**src/rtl/hazard_scoreboard.sv**
```systemverilog
`default_nettype none
// ============================================================================
// Module      : hazard_scoreboard
// Description : Decode-stage issue control for the 5-stage MIPS pipeline.
//               Keeps a pending-write counter per architectural register.
//               Stalls decode on RAW hazards or when the in-flight write
//               budget is exhausted. Holds flush for a fixed number of
//               cycles after an accepted j/jr.
// Revision    : 1.0 - initial release
// ============================================================================
module hazard_scoreboard #(
    parameter int MAX_INFLIGHT = 4,
    parameter int CNT_W        = 2,
    parameter int FLUSH_CYCLES = 1
) (
    input  logic       clk,
    input  logic       rst,
    input  logic       issue_valid,
    input  logic [4:0] issue_rs,
    input  logic [4:0] issue_rt,
    input  logic       issue_uses_rt,
    input  logic       issue_wr_en,
    input  logic [4:0] issue_rd,
    input  logic       issue_jmp,
    input  logic       wb_valid,
    input  logic [4:0] wb_rd,
    output logic       stall,
    output logic       flush,
    output logic [3:0] inflight,
    output logic       err_underflow
);

    localparam logic [CNT_W-1:0] C_PEND_MAX     = '1;
    localparam logic [3:0]       C_MAX_INFLIGHT = 4'(MAX_INFLIGHT);
    localparam logic [2:0]       C_FLUSH_LOAD   = 3'(FLUSH_CYCLES);

    typedef enum logic [0:0] {
        ST_IDLE  = 1'b0,
        ST_FLUSH = 1'b1
    } state_t;

    state_t           r_state;
    state_t           w_state_next;
    logic [2:0]       r_flush_cnt;
    logic [CNT_W-1:0] r_pend [32];
    logic [3:0]       r_inflight;
    logic             r_err;

    logic w_idle;
    logic w_rs_busy;
    logic w_rt_busy;
    logic w_rd_nz;
    logic w_rd_full;
    logic w_stall;
    logic w_accept;
    logic w_inc;
    logic w_wb_nz;
    logic w_dec;
    logic w_underflow;
    logic w_flush;

    // Entry 0 is never written, so reads of $0 always see zero pending.
    assign w_idle      = (r_state == ST_IDLE);
    assign w_rs_busy   = (r_pend[issue_rs] != '0);
    assign w_rt_busy   = (r_pend[issue_rt] != '0);
    assign w_rd_nz     = (issue_rd != 5'd0);
    assign w_rd_full   = (r_inflight == C_MAX_INFLIGHT) || (r_pend[issue_rd] == C_PEND_MAX);
    assign w_stall     = issue_valid && w_idle &&
                         (w_rs_busy || (issue_uses_rt && w_rt_busy) ||
                          (issue_wr_en && w_rd_nz && w_rd_full));
    assign w_accept    = issue_valid && w_idle && !w_stall;
    assign w_inc       = w_accept && issue_wr_en && w_rd_nz;
    assign w_wb_nz     = wb_valid && (wb_rd != 5'd0);
    assign w_dec       = w_wb_nz && (r_pend[wb_rd] != '0);
    assign w_underflow = w_wb_nz && (r_pend[wb_rd] == '0);

    // Per-register pending counters; same-register inc and dec cancel out.
    always_ff @(posedge clk or posedge rst) begin
        if (rst) begin
            for (int i = 0; i < 32; i++) begin
                r_pend[i] <= '0;
            end
        end else begin
            for (int i = 1; i < 32; i++) begin
                if ((w_inc && (issue_rd == 5'(i))) && !(w_dec && (wb_rd == 5'(i)))) begin
                    r_pend[i] <= r_pend[i] + 1'b1;
                end else if ((w_dec && (wb_rd == 5'(i))) && !(w_inc && (issue_rd == 5'(i)))) begin
                    r_pend[i] <= r_pend[i] - 1'b1;
                end
            end
        end
    end

    // Total outstanding writes, kept equal to the sum of all counters.
    always_ff @(posedge clk or posedge rst) begin
        if (rst) begin
            r_inflight <= 4'd0;
        end else begin
            case ({w_inc, w_dec})
                2'b10:   r_inflight <= r_inflight + 4'd1;
                2'b01:   r_inflight <= r_inflight - 4'd1;
                default: r_inflight <= r_inflight;
            endcase
        end
    end

    // Sticky underflow flag, cleared only by reset.
    always_ff @(posedge clk or posedge rst) begin
        if (rst) begin
            r_err <= 1'b0;
        end else if (w_underflow) begin
            r_err <= 1'b1;
        end
    end

    // Flush window length counter, loaded when a jump is accepted.
    always_ff @(posedge clk or posedge rst) begin
        if (rst) begin
            r_flush_cnt <= 3'd0;
        end else if (w_accept && issue_jmp) begin
            r_flush_cnt <= C_FLUSH_LOAD;
        end else if (!w_idle && (r_flush_cnt != 3'd0)) begin
            r_flush_cnt <= r_flush_cnt - 3'd1;
        end
    end

    // FSM state register.
    always_ff @(posedge clk or posedge rst) begin
        if (rst) begin
            r_state <= ST_IDLE;
        end else begin
            r_state <= w_state_next;
        end
    end

    // FSM next-state and flush output.
    always_comb begin
        w_state_next = r_state;
        w_flush      = 1'b0;
        case (r_state)
            ST_IDLE: begin
                if (w_accept && issue_jmp) begin
                    w_state_next = ST_FLUSH;
                end
            end
            ST_FLUSH: begin
                w_flush = 1'b1;
                if (r_flush_cnt <= 3'd1) begin
                    w_state_next = ST_IDLE;
                end
            end
            default: w_state_next = ST_IDLE;
        endcase
    end

    assign stall         = w_stall;
    assign flush         = w_flush;
    assign inflight      = r_inflight;
    assign err_underflow = r_err;

endmodule
`default_nettype wire

```
**config.mk**
```make
export PLATFORM = sky130hd
export DESIGN_NAME = hazard_scoreboard
export DESIGN_NICKNAME = d
export VERILOG_FILES = /design/src/rtl/hazard_scoreboard.sv
export SDC_FILE = /design/constraint.sdc
export NUM_CORES = 1
export LEC_CHECK = 0
export ABC_CLOCK_PERIOD_IN_PS = 6200
export CORE_UTILIZATION = 60
export DETAILED_ROUTE_END_ITERATION = 6
export PLACE_DENSITY = 0.78
export SLEW_MARGIN = 15
export SYNTH_ARGS = -nofsm -noshare
export SYNTH_HDL_FRONTEND = slang
export SYNTH_SLANG_ARGS = --single-unit
export TNS_END_PERCENT = 1
```
**constraint.sdc**
```tcl
create_clock -name clk -period 6.2 [get_ports clk]
set_input_delay 0.62 -clock clk [delete_from_list [all_inputs] [get_ports clk]]
set_output_delay 0.62 -clock clk [all_outputs]
set_load 0.005 [all_outputs]
```
==> metrics.md <==
| Metric | Value |
|---|---|
| TritonCTS buffer count | `9` |
| Synth-to-Final Area Change | `9.401%` |
| VDD IR max | `roughly 0.26 mV` |
| Die ar. | `just under 10000 um^2` |
| Post-Synth Adder-Cell Area | `around 8.6%` |
| Total power | `2.265 mW` |
| Share of cells above drive strength 1 | `approximately 10%` |
| Crit path DAT | `4.99 ns` |
| Area after DPL | `5968 um^2` |
| Synthesized cell area | `5617 um^2` |
| Total wire length | `approximately 15000 um` |
| Post-synthesis simple-gate area fraction | `21.27%` |
| Count leader, synth | `nor2_1` |
| Post-Synth XOR/XNOR Area | `15.28%` |
| Static leakage | `2.693 nW` |
| Cells on worst reg2reg path | `13` |
| Delay-heaviest family, CP | `buffers and inverters` |
| Final setup violation count | `0` |
| Cell count after synthesis | `just under 600` |
| Worst Hold Class | `register to register` |
| Critical Path RT | `~6.5 ns` |
| Hold path startpoint | `r_pend[43]$_DFFE_PP0P_` |
| Initial Util | `between 60% and 70%` |
| Outcome | `finished, final reports clean` |
| Largest family of logic cells by synthesized area | `simple AND/OR/NAND/NOR gates` |
| Drt pass-1 iters | `5` |
| Worst setup EP type | `register` |
| Dpl ws | `roughly 1.1 ns` |
| Critical R2R Capture | `inflight[3]$_DFFE_PP0P_` |
| Post-synthesis compound-gate area fraction | `6.393%` |
| Area occupied by registers | `around 1800 um^2` |
| Setup ws final | `roughly 1.5 ns` |
| Pwr/cell area | `368.6 nW/um^2` |
| Clock buffer depth | `2` |
| Crit share post-route | `76.44%` |
| Worst reg2reg path startpoint | `r_pend[24]$_DFFE_PP0P_` |
| R2R setup slack | `roughly 2.5 ns` |
| DRC viols | `0` |
| TritonCTS clock tree | `done` |
| Mux contribution to synthesized area | `13.52%` |
| Max Transition Viols Final | `0` |
| RSZ-0062 raised after global routing | `false` |
| Worst-Margin Slew | `0.8986 ns` |
| Synth Register Bits | `about 70` |
| Placer Congestion | `0.9466` |
| Post-CTS sizing | `0` |
| Sequential fraction of the synthesis area | `31.63%` |
| Maximum fanout along the worst path | `18` |
| Area leader, netlist | `dfrtp_1` |
| Clk sinks | `71` |
| Fin crit period | `4.739 ns` |
| Final ANT Viol Nets | `0` |
| Met1 usage in global routing | `45.54%` |
| Die Wd | `98.75 um` |
| Total negative slack | `0 ns` |
| Commonest cells in the synthesized netlist | `nor2_1 (83), nand2_1 (82), dfrtp_1 (71), xor2_1 (64), nor3_1 (39)` |
| Quantity of I/O buffers inserted on ports | `33` |
| Clock power share | `15.4%` |
| Latest clock arrival within the worst-skew pair | `0.36 ns` |
| CTS root buf | `clkbuf_8` |
| Synth cell types | `59` |
| Post-Syn Nets | `656` |
| Clock slew at reported path FFs | `0.09 ns` |
| NetSw | `0.9561 mW` |
| First-pass GRT wire length | `25160 um` |
| GRT Max-Usage Layer | `met2` |
| Antenna violations before repair | `0` |
| Synthesis warning total | `2` |
| Top FF cell, synth | `dfrtp_1` |
| Final Skew | `0.01779 ns` |
| Met3 Use GR | `6.667%` |
| Fmax | `0.2110 GHz` |
| Hold Fails Final Rpt | `0` |
| Slowest stage cell, crit path | `clkdlybuf4s50_1` |
| Max stage delay on crit path | `1.06 ns` |
| Fill cell count | `699` |
| CTS hold repair buffers | `0` |
| Buffer and inverter count on the worst path | `1` |
| Die Ht | `98.75 um` |
| Max-Cap Viols | `0` |
| Routed length per instance | `~21 um` |
| Largest net degree at the start of global routing | `72` |
| Site row count | `34` |
| Core area | `8891 um^2` |
| Mean area per synthesized cell | `about 9.5 um^2` |
| Switching share of power | `42.21%` |
| Nets | `slightly below 700` |
| H-tree lvl count | `3` |
| GR Util All Layers | `33.67%` |
| Critical Path, Cell by Cell | `clkdlybuf4s50_1 > mux4_2 > a22oi_1 > nand3_1 > a21oi_4 > nor3_2 > or4_1 > ha_1 > ha_1 > a21o_1 > a21oi_1 > xnor2_1 > nor2_1 > xor2_1` |
| Antenna cells | `0` |
| Register share of total power | `40.3%` |
| Ys async rst share | `100.0%` |
| Top Ports | `34` |
| Post-synth EDFFs | `0` |
| DP HPWL | `11350 um` |
| Vias in the first global route | `4736` |
| Initial DRC Count | `447` |
| Post-route cell area | `6145 um^2` |
| Hold path endpoint | `r_pend[43]$_DFFE_PP0P_` |
| Worst Hold Path Cells | `1` |
| Vias/cell | `~6.6` |
| Multi-input logic area | `3655 um^2` |
| Met2 Use GR | `53.15%` |
| Cell internal pwr | `around 1.3 mW` |
| Post-CTS setup buffers | `0` |
| Slew headroom | `39.63%` |
| Area share of the largest cell type after synthesis | `31.63%` |
| Crit path launch type | `input port` |
| Logic pwr share | `between 40% and 50%` |
| Crit-path most repeated cell | `ha_1` |
| Top post-synthesis cells by area | `dfrtp_1 (32%), mux4_2 (12%), xor2_1 (10%)` |
| Via count | `~4700` |
| Overflow after GRT | `0` |
| Crit Path Class | `input port to register` |
## worst max path at each step
stage	slack [ns]	to	from	cells past startpoint
3_5_place_dp	1.14	inflight[3]$_DFFE_PP0P_	issue_rd[0]	14
2_1_floorplan	2.52	inflight[3]$_DFFE_PP0P_	issue_rd[0]	15
3_3_place_gp	1.22	inflight[3]$_DFFE_PP0P_	issue_rd[0]	14
5_1_grt	1.16	inflight[3]$_DFFE_PP0P_	issue_rd[0]	14
6_report	1.46	inflight[3]$_DFFE_PP0P_	issue_rd[0]	14
4_1_cts	1.50	inflight[3]$_DFFE_PP0P_	issue_rd[0]	14
## area by class of cell
class                   instances  area share, %
clock buffers                  13          2.586
well taps                     108          2.199
repair buffers                 36          5.742
multi-input cells             478          59.48
clock inverters                 3         0.2851
inverters                      13         0.7941
flip-flops and latches         71          28.91
## state kept, by name (all words and copies together) (netlist names)
| signal | flops |
|---|---|
| r_flush_cnt | 3 |
| r_state | 1 |
| err_underflow | 1 |
| inflight | 4 |
| r_pend | 62 |
## power by group through the flow
stage | logic, mW | clock network, mW | registers (mW)
after floorplan | 0.747 | 0 | 0.826
after CTS | 0.988 | 0.350 | 0.903
final | 1.00 | 0.349 | 0.912
after global routing | 1.09 | 0.371 | 0.938
after global placement | 0.932 | 0 | 0.897
after detailed placement | 0.980 | 0 | 0.910
## cells by family (layout without fill, tap and decap cells)
logic type,after synthesis,after routing
simple gates,257,257
xor+xnor,98,98
flops,71,71
compound gates,48,48
buf+inv,42,65
fa+ha+maj,38,38
mux,37,37
## per-stage QoR
step,utilization [%],std cells,hold slack (ns)
final,69.11,722,0.4961
after global routing,69.11,722,0.5245
after CTS,69.11,722,0.4974
after detailed placement,67.13,706,0.4870
after global placement,67.13,706,0.4695
after floorplan,-,591,0.4509
## per-layer routing
layer / vias to the layer above / share of wire [%]
met5: - / 0
met4: 0 / 3.4
met3: 54 / 9.4
met2: 281 / 46
met1: 2301 / 41
li1: 2102 / -
## layout by cell type, fill, tap and decap left out, drive strengths merged, types with 31 or more instances in the layout
master / synthesis / routed
nor2: 83 / 83
nand2: 82 / 82
dfrtp: 71 / 71
xor2: 64 / 64
nor3: 40 / 40
ha: 37 / 37
xnor2: 34 / 34
clkdlybuf4s50: 0 / 33
mux4: 31 / 31
Power figures use the tool's default switching activity.
